<file path="src/rtl/interconnect_two_data_to_sfft.sv">
// Merges a buffered first half-frame ("chet") with a pass-through second half ("Nchet")
// into one valid/ready sample stream for the streaming FFT core.
module interconnect_two_data_to_sfft #(
    parameter int unsigned SIZE_BUFFER   = 1,
    parameter int unsigned DATA_FFT_SIZE = 16
) (
    input  logic                     i_clk,
    input  logic                     i_reset_n,
    input  logic                     i_valid_chet,
    input  logic [DATA_FFT_SIZE-1:0] i_data_chet_i,
    input  logic [DATA_FFT_SIZE-1:0] i_data_chet_q,
    output logic                     o_ready_chet,
    input  logic                     i_valid_Nchet,
    input  logic [DATA_FFT_SIZE-1:0] i_data_Nchet_i,
    input  logic [DATA_FFT_SIZE-1:0] i_data_Nchet_q,
    output logic                     o_ready_Nchet,
    output logic                     o_fft_valid,
    output logic [DATA_FFT_SIZE-1:0] o_data_to_fft_i,
    output logic [DATA_FFT_SIZE-1:0] o_data_to_fft_q,
    input  logic                     i_fft_ready,
    output logic                     o_fft_last,
    output logic                     o_frame_done
);

    localparam int unsigned HALF = 1 << (SIZE_BUFFER - 1);
    localparam int unsigned CW   = (SIZE_BUFFER > 1) ? SIZE_BUFFER - 1 : 1;
    localparam int unsigned DW   = 2 * DATA_FFT_SIZE;
    localparam logic [CW-1:0] CNT_LAST = CW'(HALF - 1);

    typedef enum logic [1:0] {StWaitBuf, StSendBuf, StPass} state_e;

    state_e        state_q, state_d;
    logic [CW-1:0] wr_cnt_q, wr_cnt_d;
    logic [CW-1:0] rd_cnt_q, rd_cnt_d;
    logic [CW-1:0] pass_cnt_q, pass_cnt_d;
    logic          buf_full_q, buf_full_d;
    logic          frame_done_q, frame_done_d;
    logic [DW-1:0] buf_mem [HALF];
    logic          chet_xfer;

    assign o_ready_chet = !buf_full_q;
    assign chet_xfer    = i_valid_chet && !buf_full_q;
    assign o_frame_done = frame_done_q;

    // Sample storage is deliberately left out of reset.
    always_ff @(posedge i_clk) begin
        if (chet_xfer) begin
            buf_mem[wr_cnt_q] <= {i_data_chet_i, i_data_chet_q};
        end
    end

    always_ff @(posedge i_clk or negedge i_reset_n) begin
        if (!i_reset_n) begin
            state_q      <= StWaitBuf;
            wr_cnt_q     <= '0;
            rd_cnt_q     <= '0;
            pass_cnt_q   <= '0;
            buf_full_q   <= 1'b0;
            frame_done_q <= 1'b0;
        end else begin
            state_q      <= state_d;
            wr_cnt_q     <= wr_cnt_d;
            rd_cnt_q     <= rd_cnt_d;
            pass_cnt_q   <= pass_cnt_d;
            buf_full_q   <= buf_full_d;
            frame_done_q <= frame_done_d;
        end
    end

    always_comb begin
        state_d         = state_q;
        wr_cnt_d        = wr_cnt_q;
        rd_cnt_d        = rd_cnt_q;
        pass_cnt_d      = pass_cnt_q;
        buf_full_d      = buf_full_q;
        frame_done_d    = 1'b0;
        o_fft_valid     = 1'b0;
        o_ready_Nchet   = 1'b0;
        o_fft_last      = 1'b0;
        o_data_to_fft_i = '0;
        o_data_to_fft_q = '0;

        // Writer runs independently; it can never collide with the release below
        // because writes are blocked while the buffer is full.
        if (chet_xfer) begin
            if (wr_cnt_q == CNT_LAST) begin
                wr_cnt_d   = '0;
                buf_full_d = 1'b1;
            end else begin
                wr_cnt_d = wr_cnt_q + CW'(1);
            end
        end

        case (state_q)
            StWaitBuf: begin
                if (buf_full_q) begin
                    state_d = StSendBuf;
                end
            end
            StSendBuf: begin
                o_fft_valid                        = 1'b1;
                {o_data_to_fft_i, o_data_to_fft_q} = buf_mem[rd_cnt_q];
                if (i_fft_ready) begin
                    if (rd_cnt_q == CNT_LAST) begin
                        rd_cnt_d   = '0;
                        buf_full_d = 1'b0;
                        state_d    = StPass;
                    end else begin
                        rd_cnt_d = rd_cnt_q + CW'(1);
                    end
                end
            end
            StPass: begin
                o_fft_valid     = i_valid_Nchet;
                o_data_to_fft_i = i_data_Nchet_i;
                o_data_to_fft_q = i_data_Nchet_q;
                o_ready_Nchet   = i_fft_ready;
                o_fft_last      = (pass_cnt_q == CNT_LAST);
                if (i_valid_Nchet && i_fft_ready) begin
                    if (pass_cnt_q == CNT_LAST) begin
                        pass_cnt_d   = '0;
                        frame_done_d = 1'b1;
                        // A refilled buffer starts the next frame with no bubble.
                        state_d      = buf_full_q ? StSendBuf : StWaitBuf;
                    end else begin
                        pass_cnt_d = pass_cnt_q + CW'(1);
                    end
                end
            end
            default: begin
                state_d = StWaitBuf;
            end
        endcase
    end

endmodule

</file>
<file path="config.mk">
export PLATFORM = sky130hd
export DESIGN_NAME = interconnect_two_data_to_sfft
export DESIGN_NICKNAME = d
export VERILOG_FILES = /design/src/rtl/interconnect_two_data_to_sfft.sv
export SDC_FILE = /design/constraint.sdc
export NUM_CORES = 1
export LEC_CHECK = 0
export ABC_AREA = 0
export ABC_CLOCK_PERIOD_IN_PS = 7750
export CORE_MARGIN = 4
export CORE_UTILIZATION = 30
export CTS_BUF_LIST = sky130_fd_sc_hd__clkbuf_16
export CTS_CLUSTER_SIZE = 16
export DETAILED_ROUTE_END_ITERATION = 6
export PLACE_DENSITY = 0.63
export SLEW_MARGIN = 10
export SYNTH_ARGS = -nofsm -noshare
export SYNTH_HDL_FRONTEND = slang
export SYNTH_SLANG_ARGS = --single-unit
</file>
<file path="constraint.sdc">
create_clock -name i_clk -period 7.75 [get_ports i_clk]
set_clock_uncertainty 0.15 [all_clocks]
set_input_delay 1.55 -clock i_clk [delete_from_list [all_inputs] [get_ports i_clk]]
set_output_delay 1.55 -clock i_clk [all_outputs]
set_load 0.005 [all_outputs]
</file>
After elaboration in Yosys (flattened, before gate mapping)
Memory sizes are Yosys's and may differ from the RTL's.
Cells that the tools add are included.

storage, ports and cells
  register bits = 7
  bits in writable memories = 32
  input bits = 69
  word-level logic and storage cells = 50
  memories = 1

cells by class
  add/sub/neg operators = 3
  eq/ne operators = 7
  muxes and demuxes = 25
  bitwise gates (word level) = 1
  reduce and logical (&&, ||, !) cells = 7

memory list
  memory   depth  bits a word  rd ports  clocked after memory_dff  wr ports  RTL line  source
  buf_mem  1      32           1         0                         1         38        logic [DW-1:0] buf_mem [HALF];

operators by type and width
  operator               count
  $pmux W16 S2           2
  $mux W1                16
  $mux W2                5
  $ne A2 B2 Y1 const B   5
  $pmux W2 S3            1
  $reduce_and A5 Y1      1
  $reduce_and A2 Y1      2
  $add A1 B1 Y1 const B  3
  $eq A2 B1 Y1 const B   1
  $eq A2 B2 Y1 const B   1
  $logic_and A1 B1 Y1    2
  $logic_not A2 Y1       1
  $pmux W1 S2            1
  $logic_not A1 Y1       1
  $not A1 Y1             1

Longest topological paths before layout
  word-level depth = 6
  mapped depth = 6
  gate-level depth less buffers = 5

Least setup slack after synthesis
OpenSTA, ideal clock, no wires.

  path type = input to register
  start = in i_valid_chet
  end = mem buf_mem[0][0] (netlist bit) (enable)
  library setup time = 0.425 ns
  data arrival time = 2.998 ns
  data required time = 7.175 ns
  slack = 4.178 ns
  stages = 1
  buffers on the path = 0
  cells stage by stage = nor2b_1

between the ends
  longest elaborated chain between the ends = 3

RTL lines
  item                           RTL line  source
  start: declaration             9         input logic i_valid_chet,
  $logic_and A1 B1 Y1            42        assign chet_xfer = i_valid_chet && !buf_full_q;
  $mux W1                        47        if (chet_xfer) begin
  $mux W1 (implied by the code)  48        buf_mem[wr_cnt_q] <= {i_data_chet_i, i_data_chet_q};
  end: declaration               38

Every way passes these cells.

Worst setup path after layout
  start = in i_valid_Nchet
  end = out o_fft_valid

between the ends
  longest elaborated chain between the ends = 1

RTL lines
  item                RTL line  source
  start: declaration  13        input logic i_valid_Nchet,
  $pmux W1 S2         94        case (state_q)
  end: declaration    17        output logic o_fft_valid,

Every way passes these cells.

==> flow_summary_export.csv <==
group,metric,value,unit
synth,ys_types,17,
cts,clkSinkCount,36,
grt,grt_antenna_before_repair,0,
timing,slew_viol_final,0,
worst_setup_path,crit_path_frequent_cell,"clkdlybuf4s50_1",
synth,synth_nets,209,
placement,port_buffers,105,
worst_setup_path,r2r_cells,6,
cts,clkTransAtPathRegs,0.05,ns
synth,synth_most_common_cell,"nor2b_1",
floorplan,fp.dieH,84.66,um
power,irDropWorstVdd,0.1462,mV
synth,yosys-top-cells-area,"edfxtp_1, a22oi_1, nor2b_1, dfrtp_1, ha_1",
worst_hold_path,hold_class,"register to register",
route,ant_nets,0,
route,routed_wl,4913,um
floorplan,die_area,0.007167,sq mm
floorplan,row_count,27,
synth,syn_area,0.001763,sq mm
power,power.total,0.0009778,W
cts,cts_tree,"done",
floorplan,die_x,84.66,um
placement,place.gp.congestion,0.7270,
synth,ys_warn_count,0,
floorplan,core_area,0.005608,sq mm
timing,tns,0,ns
cells_and_area,n_antenna_cell,0,
worst_setup_path,endpoint_kind,"primary output",
synth,async_flop_share,0.1111,
route,via_per_inst,4.594,
cts,cts_setup_buffers,0,
timing,fmax,0.2232,GHz
timing,timing.final.crit_share,0.5782,
power,leakagePower,1.052,nW
worst_setup_path,critPathArrivalTime,2.78,ns
synth,synthesis.area_per_instance,13.16,sq um
cts,cts_resized,0,
cells_and_area,layout-drive-gt1-share,0.06723,
placement,dp_hpwl,3575,um
synth,synth_top_area_share,0.5451,
cts,holdBufCountCts,0,
worst_setup_path,slowest_delay,0.51,ns
cts,clockBufferDepth,2,
worst_setup_path,cp_top_family,"buffers and inverters",
worst_setup_path,path_buf_inv,2,
route,wl_per_cell,15.85,um
worst_setup_path,cp_slowest_cell,"clkdlybuf4s50_1",
synth,synth_cells,134,
grt,grt_use_total,0.1365,
timing,rsz0062_at_grt,"false",
floorplan,start_util,0.3144,
synth,synth_flop_cell,"edfxtp_1",
cts,cts_root_buf,"clkbuf_16",
timing,finalHoldViolCount,0,
grt,grt-ovfl-total,0,
worst_setup_path,worstPathCellList,"clkdlybuf4s50_1 -> a21oi_1 -> nor2b_1 -> clkdlybuf4s50_1",
route,first_iter_violations,43,
timing,timing.final.crit_period,4.481,ns
worst_setup_path,cp.depth,4,
worst_setup_path,critPathKind,"input port to primary output",
worst_setup_path,critPathRequiredTime,6.05,ns
route,firstDrtPassIters,4,
floorplan,pin_count,106,
grt,grt_max_degree,34,
worst_setup_path,cp_max_fo,3,
grt,grt_pass1_wl,7659,um
timing,setup_viol,0,
synth,yosysTopAreaCell,"edfxtp_1",
flow_run,drv_cap,0,
worst_hold_path,min_path_cells,1,
synth,yosysSeqAreaShare,0.6018,
synth,synth-seq-cells,36,
power,power_density,324.3,mW/mm^2
cts,worstSkewPairLatency,0.27,ns
status,status,"finished clean",
synth,synth_common_cells,"nor2b_1, a22oi_1, edfxtp_1, ha_1, clkbuf_1",
grt,grt_pass1_vias,1454,
cells_and_area,fillers,511,
route,vias,1424,
cells_and_area,area_growth,71.04,%
timing,maxSlewHeadroom,0.3890,
synth,synth_edf_count,32,
timing,worstMarginPinSlew,0.9145,ns
route,drc,0,
cells_and_area,nNetsFinal,312,
worst_setup_path,critPathLaunchType,"input port",
cts,htreeDepth,2,
cts,numCtsBuffers,5,
-- where the power goes --
group / leakage, nW / internal (W) / switching [W]
sequential: 0.343 / 0.000251 / 0.0000172
clock: 0.0716 / 0.000119 / 0.0000787
combinational: 0.637 / 0.000297 / 0.000215
total: 1.05 / 0.000667 / 0.000311
-- sequential cells by signal, indices dropped and copies added (netlist names) --
| name | flops |
|---|---|
| buf_full_q | 1 |
| buf_mem | 32 |
| o_frame_done | 1 |
| state_q | 2 |
-- final cells by class --
cell class                 instances  area [sq um]  area share
clock buffer                       5         125.1     0.04149
tap                               72         90.09     0.02988
inverter                           4         15.01    0.004979
timing repair buffer             107          1066      0.3535
multi-input combinational         83         640.6      0.2124
sequential                        36          1061      0.3519
clock inverter                     3         17.52    0.005809
-- through the flow --
stage                     cell area, sq um  std cells  setup slack [ns]  hold slack [ns]    util
after global placement                2873        302             3.273           0.4501  0.5123
after global routing                  3015        310             3.197           0.5053  0.5377
after floorplan                       1763        134             4.178           0.3785       -
after detailed placement              2873        302             3.272           0.4650  0.5123
after CTS                             3015        310             3.260           0.4779  0.5377
final                                 3015        310             3.269           0.4740  0.5377
-- cells by family (layout without fill, tap and decap cells) --
logic type | count (synthesis) | after routing | share of synthesized area
and+or+nand+nor | 38 | 38 | 0.1334
AOI/OAI and AO/OA | 37 | 37 | 0.1661
DFF | 36 | 36 | 0.6018
buffers and inverters | 15 | 119 | 0.03903
adders and majority gates | 6 | 6 | 0.04258
muxes | 2 | 2 | 0.01703
-- routing by layer --
| metal | track usage | wire, um | up-vias |
|---|---|---|---|
| li1 | - | - | 703 |
| met2 | 0.2242 | 2366 | 52 |
| met5 | 0 | 0 | - |
| met4 | 0.04892 | 68 | 0 |
| met1 | 0.1621 | 2080 | 665 |
| met3 | 0.05299 | 397 | 4 |
-- cells in the final DEF (no fill, tap or decap) --
cell	netlist	final
dfrtp_1	4	4
mux2_4	2	2
inv_1	4	4
clkinv_2	0	1
nor2b_1	34	33
buf_4	0	2
a21oi_1	3	3
edfxtp_1	32	32
nor2_1	2	2
and3_2	1	1
a22oi_1	32	32
ha_1	6	6
inv_6	0	1
a221oi_4	1	1
clkbuf_16	0	5
nor2b_4	0	1
clkinv_1	0	1
clkdlybuf4s50_1	0	105
and2_2	1	1
a21boi_2	1	1
-- final timing paths --
check | slack, ns | start | to
worst max-delay path | 3.27 | i_valid_Nchet | o_fft_valid
worst min-delay path | 0.47 | state_q[1] | state_q[1]
worst max register to register | 5.34 | state_q[0] | state_q[0]
worst min register to register | 0.47 | state_q[1] | state_q[1]
max in group asynchronous | 5.96 | i_reset_n | state_q[1]
min in group asynchronous | 1.33 | i_reset_n | o_frame_done
-- worst reg2reg max path, delay by kind of cell (launching register included) --
kind,cells,cell delay (ns)
fa+ha+maj,1,0.60
compound gates,2,0.31
buf+inv,2,0.49
flops,1,0.44
mux,1,0.30
No activity file was read; power rests on OpenSTA's default activity.
